## src/rtl/fifo_status_pkg.sv

```systemverilog
// Shared defaults and occupancy-count type for the FIFO pointer/status logic.
package fifo_status_pkg;

   localparam int unsigned MEM_SIZE_DEF = 4;
   localparam int unsigned PTR_L_DEF    = 3;

   typedef logic [PTR_L_DEF-1:0] occ_t;

   // Saturation limit of an occupancy count, truncated to the count width.
   function automatic occ_t occ_limit(input int unsigned mem_size);
      return occ_t'(mem_size);
   endfunction

endpackage

```

## src/rtl/fifo_status_occ_counter.sv

```systemverilog
// Saturating up/down occupancy counter: pushes are dropped at MEM_SIZE, pops at 0.
module occ_counter
   import fifo_status_pkg::*;
#(
   parameter int unsigned MEM_SIZE = MEM_SIZE_DEF,
   parameter int unsigned PTR_L    = PTR_L_DEF
) (
   input  logic             clk,
   input  logic             reset_L,
   input  logic             push,
   input  logic             pop,
   output logic [PTR_L-1:0] count
);

   localparam logic [PTR_L-1:0] CNT_MAX = PTR_L'(MEM_SIZE);

   logic [PTR_L-1:0] count_q, count_d;
   logic             wr_acc, rd_acc;

   always_comb begin
      wr_acc  = push && (count_q != CNT_MAX);
      rd_acc  = pop  && (count_q != '0);
      count_d = count_q;
      if (wr_acc && !rd_acc) begin
         count_d = count_q + PTR_L'(1);
      end else if (rd_acc && !wr_acc) begin
         count_d = count_q - PTR_L'(1);
      end
   end

   always_ff @(posedge clk) begin
      if (!reset_L) begin
         count_q <= '0;
      end else begin
         count_q <= count_d;
      end
   end

   assign count = count_q;

endmodule

```

## src/rtl/fifo_status.sv

```systemverilog
// FIFO occupancy tracker with threshold flags and sticky error flags.
// Error detection is built only when FIFO_STATUS_ERR_EN is defined.
module fifo_status
   import fifo_status_pkg::*;
#(
   parameter int unsigned MEM_SIZE = MEM_SIZE_DEF,
   parameter int unsigned PTR_L    = PTR_L_DEF
) (
   input  logic             clk,
   input  logic             reset_L,
   input  logic             push,
   input  logic             pop,
   input  logic [PTR_L-1:0] umbral_alto,
   input  logic [PTR_L-1:0] umbral_bajo,
   output logic [PTR_L-1:0] fifo_count,
   output logic             fifo_empty,
   output logic             fifo_full,
   output logic             almost_empty,
   output logic             almost_full,
   output logic             err_overflow,
   output logic             err_underflow
);

   localparam logic [PTR_L-1:0] CNT_MAX = PTR_L'(MEM_SIZE);

   occ_counter #(
      .MEM_SIZE (MEM_SIZE),
      .PTR_L    (PTR_L)
   ) u_occ (
      .clk     (clk),
      .reset_L (reset_L),
      .push    (push),
      .pop     (pop),
      .count   (fifo_count)
   );

   always_comb begin
      fifo_empty   = (fifo_count == '0);
      fifo_full    = (fifo_count == CNT_MAX);
      almost_empty = (fifo_count <= umbral_bajo);
      almost_full  = (fifo_count >= umbral_alto);
   end

`ifdef FIFO_STATUS_ERR_EN
   logic ovf_q, ovf_d, unf_q, unf_d;

   // A simultaneous pop/push rescues the opposite side, so it is not an error.
   always_comb begin
      ovf_d = ovf_q || (push && fifo_full  && !pop);
      unf_d = unf_q || (pop  && fifo_empty && !push);
   end

   always_ff @(posedge clk) begin
      if (!reset_L) begin
         ovf_q <= 1'b0;
         unf_q <= 1'b0;
      end else begin
         ovf_q <= ovf_d;
         unf_q <= unf_d;
      end
   end

   assign err_overflow  = ovf_q;
   assign err_underflow = unf_q;
`else
   assign err_overflow  = 1'b0;
   assign err_underflow = 1'b0;
`endif

endmodule

```

## config.mk

```make
export PLATFORM = sky130hd
export DESIGN_NAME = fifo_status
export DESIGN_NICKNAME = d
export VERILOG_FILES = /design/src/rtl/fifo_status_pkg.sv /design/src/rtl/fifo_status_occ_counter.sv /design/src/rtl/fifo_status.sv
export SDC_FILE = /design/constraint.sdc
export NUM_CORES = 1
export LEC_CHECK = 0
export BUFFER_PORTS_ARGS = -buffer_cell sky130_fd_sc_hd__buf_2
export CAP_MARGIN = 20
export CORE_AREA = 2 2 39 41
export DETAILED_ROUTE_END_ITERATION = 10
export DIE_AREA = 0 0 41 43
export PLACE_DENSITY = 0.62
export SLEW_MARGIN = 20
export SYNTH_ARGS = -nofsm -noshare
export SYNTH_HDL_FRONTEND = slang
export SYNTH_SLANG_ARGS = --single-unit
```

## constraint.sdc

```tcl
create_clock -name clk -period 2.65 [get_ports clk]
set_input_delay 0.53 -clock clk [delete_from_list [all_inputs] [get_ports clk]]
set_output_delay 0.53 -clock clk [all_outputs]
set_load 0.01 [all_outputs]
```

==> impl_metrics.py <==
metrics = {
    "grt": {
        "antenna_found_initial": 0,
        "track_usage": 0.0802,
        "grt_pass1_wl_um": 959,
        "grt_max_degree": 8,
        "overflow": 0,
        "grt_pass1_vias": 271,
    },
    "setup_path": {
        "required_ps": 2120,
        "arrival_ps": 1640,
        "crit_path_end_kind": "output pin",
        "critical_path.max_fanout": 6,
        "critPathKind": "reg -> out",
        "start_kind": "register",
    },
    "synthesis": {
        "ys_types": 20,
        "ys_ff_latch": 3,
        "synthCells": 39,
        "synth_warnings": 0,
        "ys_seq_area_frac": 0.178,
        "avgSynthCellArea_um2": 8.66,
        "syn_area_um2": 338,
    },
    "placement": {
        "gp_congestion": 0.634,
        "place_inst": 70,
        "io_buffers": 16,
        "dp.final_hpwl_um": 500,
        "dp_slack_ps": 620,
    },
    "hold_path": {
        "hold_class": "in -> reg",
    },
    "layout": {
        "largest_reg_flops": 3,
        "finalNonFillerCells": 74,
        "antennaDiodeCount": 0,
        "areaGrowthSynthToFinish_pct": 34.1,
        "drive_above_1_share": 0.328,
        "fin_util": 0.327,
        "nNetsFinal": 77,
    },
    "sta": {
        "slew_violations": 0,
        "finalClockSkew_ps": 0.785,
        "rsz0062_at_grt": "no",
        "hold_viol_final": 0,
        "fin_tns_setup_ps": 0,
        "max_freq_mhz": 461,
        "min_period_ps": 2170,
        "post-route-period-util": 0.819,
        "setup_viol": 0,
        "fin_ws_ps": 480,
    },
    "cts": {
        "ctsRootBufferMaster": "clkbuf_4",
        "cts_resized": 0,
        "clk_pin_slew_ps": 30,
        "cts_buffer_depth": 2,
        "clock_sinks": 3,
        "insertion_delay_ps": 230,
        "cts_setup_buffers": 0,
        "numCtsBuffers": 3,
        "cts_tree": "built",
        "cts_max_level": 1,
        "postCtsHoldBufs": 0,
    },
    "routing": {
        "drt_iter0_drc": 1,
        "vias": 308,
        "drc": 0,
        "post_drt_wl_per_cell_um": 8.24,
        "dr.pass1.iters": 2,
        "wirelength_um": 610,
        "viasPerCell": 4.16,
        "ant_nets": 0,
    },
    "floorplanning": {
        "die_area_um2": 1760,
        "die_h_um": 43,
        "coreArea_um2": 1380,
        "row_count": 14,
        "fp.dieW_um": 41,
        "start_util": 0.244,
        "pin_count": 19,
    },
    "outcome": {
        "status": "completed",
    },
    "power": {
        "power_density_nw_per_um2": 894,
        "ir_drop_mv": 0.330,
        "leakage_nw": 0.262,
    },
    "flow_run": {
        "max_cap_viol_count": 0,
    },
}
==> report_power, final <==
part / switching, mW / internal [mW]
registers: 0.0315 / 0.0616
logic: 0.110 / 0.124
clock network: 0.0216 / 0.0563
total: 0.163 / 0.242
==> worst max-delay path, cell delays in order (launching register included) <==
cell,delay [ps]
dfxtp_1,450
inv_1,100
ha_1,270
nand2b_1,130
a21o_1,170
a21o_1,160
buf_2,130
==> through the flow <==
| stage | power [mW] | cell area [µm²] | hold slack, ps |
|---|---|---|---|
| floorplan | 0.259 | 342 | 552 |
| global placement | 0.325 | 427 | 561 |
| detailed placement | 0.335 | 427 | 596 |
| CTS | 0.417 | 453 | 521 |
| global route | 0.455 | 453 | 552 |
| finish | 0.405 | 453 | 526 |
==> synthesized netlist by cell type <==
cell type / number / area, µm²
a21boi_1: 1 / 7.51
o21ai_0: 2 / 10.0
a21o_1: 2 / 15.0
or3_1: 1 / 6.26
buf_4: 2 / 15.0
nor3_1: 1 / 5.00
dfxtp_1: 3 / 60.1
nand2b_1: 2 / 12.5
ha_1: 7 / 87.6
inv_1: 6 / 22.5
nand3_1: 1 / 5.00
xnor2_1: 1 / 8.76
nor3b_1: 1 / 7.51
nor2b_1: 3 / 18.8
xor2_1: 1 / 8.76
o21a_1: 1 / 7.51
and2_1: 1 / 6.26
mux2i_1: 1 / 10.0
conb_1: 1 / 3.75
fa_1: 1 / 20.0
==> cells by family (layout without fill, tap and decap cells) <==
logic type | count (synthesis) | in the layout | share of synthesized area
AND/OR/NAND/NOR | 10 | 10 | 0.181
adder cells (fa/ha/maj) | 8 | 8 | 0.319
buffers and inverters | 8 | 26 | 0.111
AO/OA/AOI/OAI | 6 | 6 | 0.119
flip-flops | 3 | 3 | 0.178
XOR/XNOR | 2 | 2 | 0.0519
other | 1 | 2 | 0.0111
multiplexers | 1 | 1 | 0.0296
==> layout by cell type, fill, tap and decap left out, drive strengths merged <==
cell type,instances
and2,1
ha,7
a21boi,1
xor2,1
nor3b,1
fa,1
nor3,1
o21ai,2
mux2i,1
conb,2
inv,6
dfxtp,3
nand3,1
xnor2,1
o21a,1
clkbuf,4
nand2b,2
a21o,2
nor2b,3
or3,1
buf,16
==> layout make-up <==
type	count	area, µm²
sequential	3	60.1
tap	16	20.0
timing repair buffer	16	80.1
fill	154	931
multi-input combinational	29	244
inverter	6	22.5
clock buffer	4	26.3
==> metal layers <==
metal | vias to the layer above | share of wire | GRT usage
li1 | 163 | - | -
met1 | 130 | 0.46 | 0.0994
met5 | - | 0 | 0
met4 | 0 | 0 | 0.0400
met2 | 15 | 0.43 | 0.116
met3 | 0 | 0.11 | 0.0314
==> path summary, 6_finish.rpt <==
kind         slack (ps)        endpoint            from  cells past startpoint
max                 480     almost_full  u_occ.count[0]                      6
max reg2reg         640  u_occ.count[2]  u_occ.count[1]                      8
min                 530  u_occ.count[0]         reset_L                      2
min reg2reg         610  u_occ.count[2]  u_occ.count[2]                      2
(Power assumes the default switching activity.)
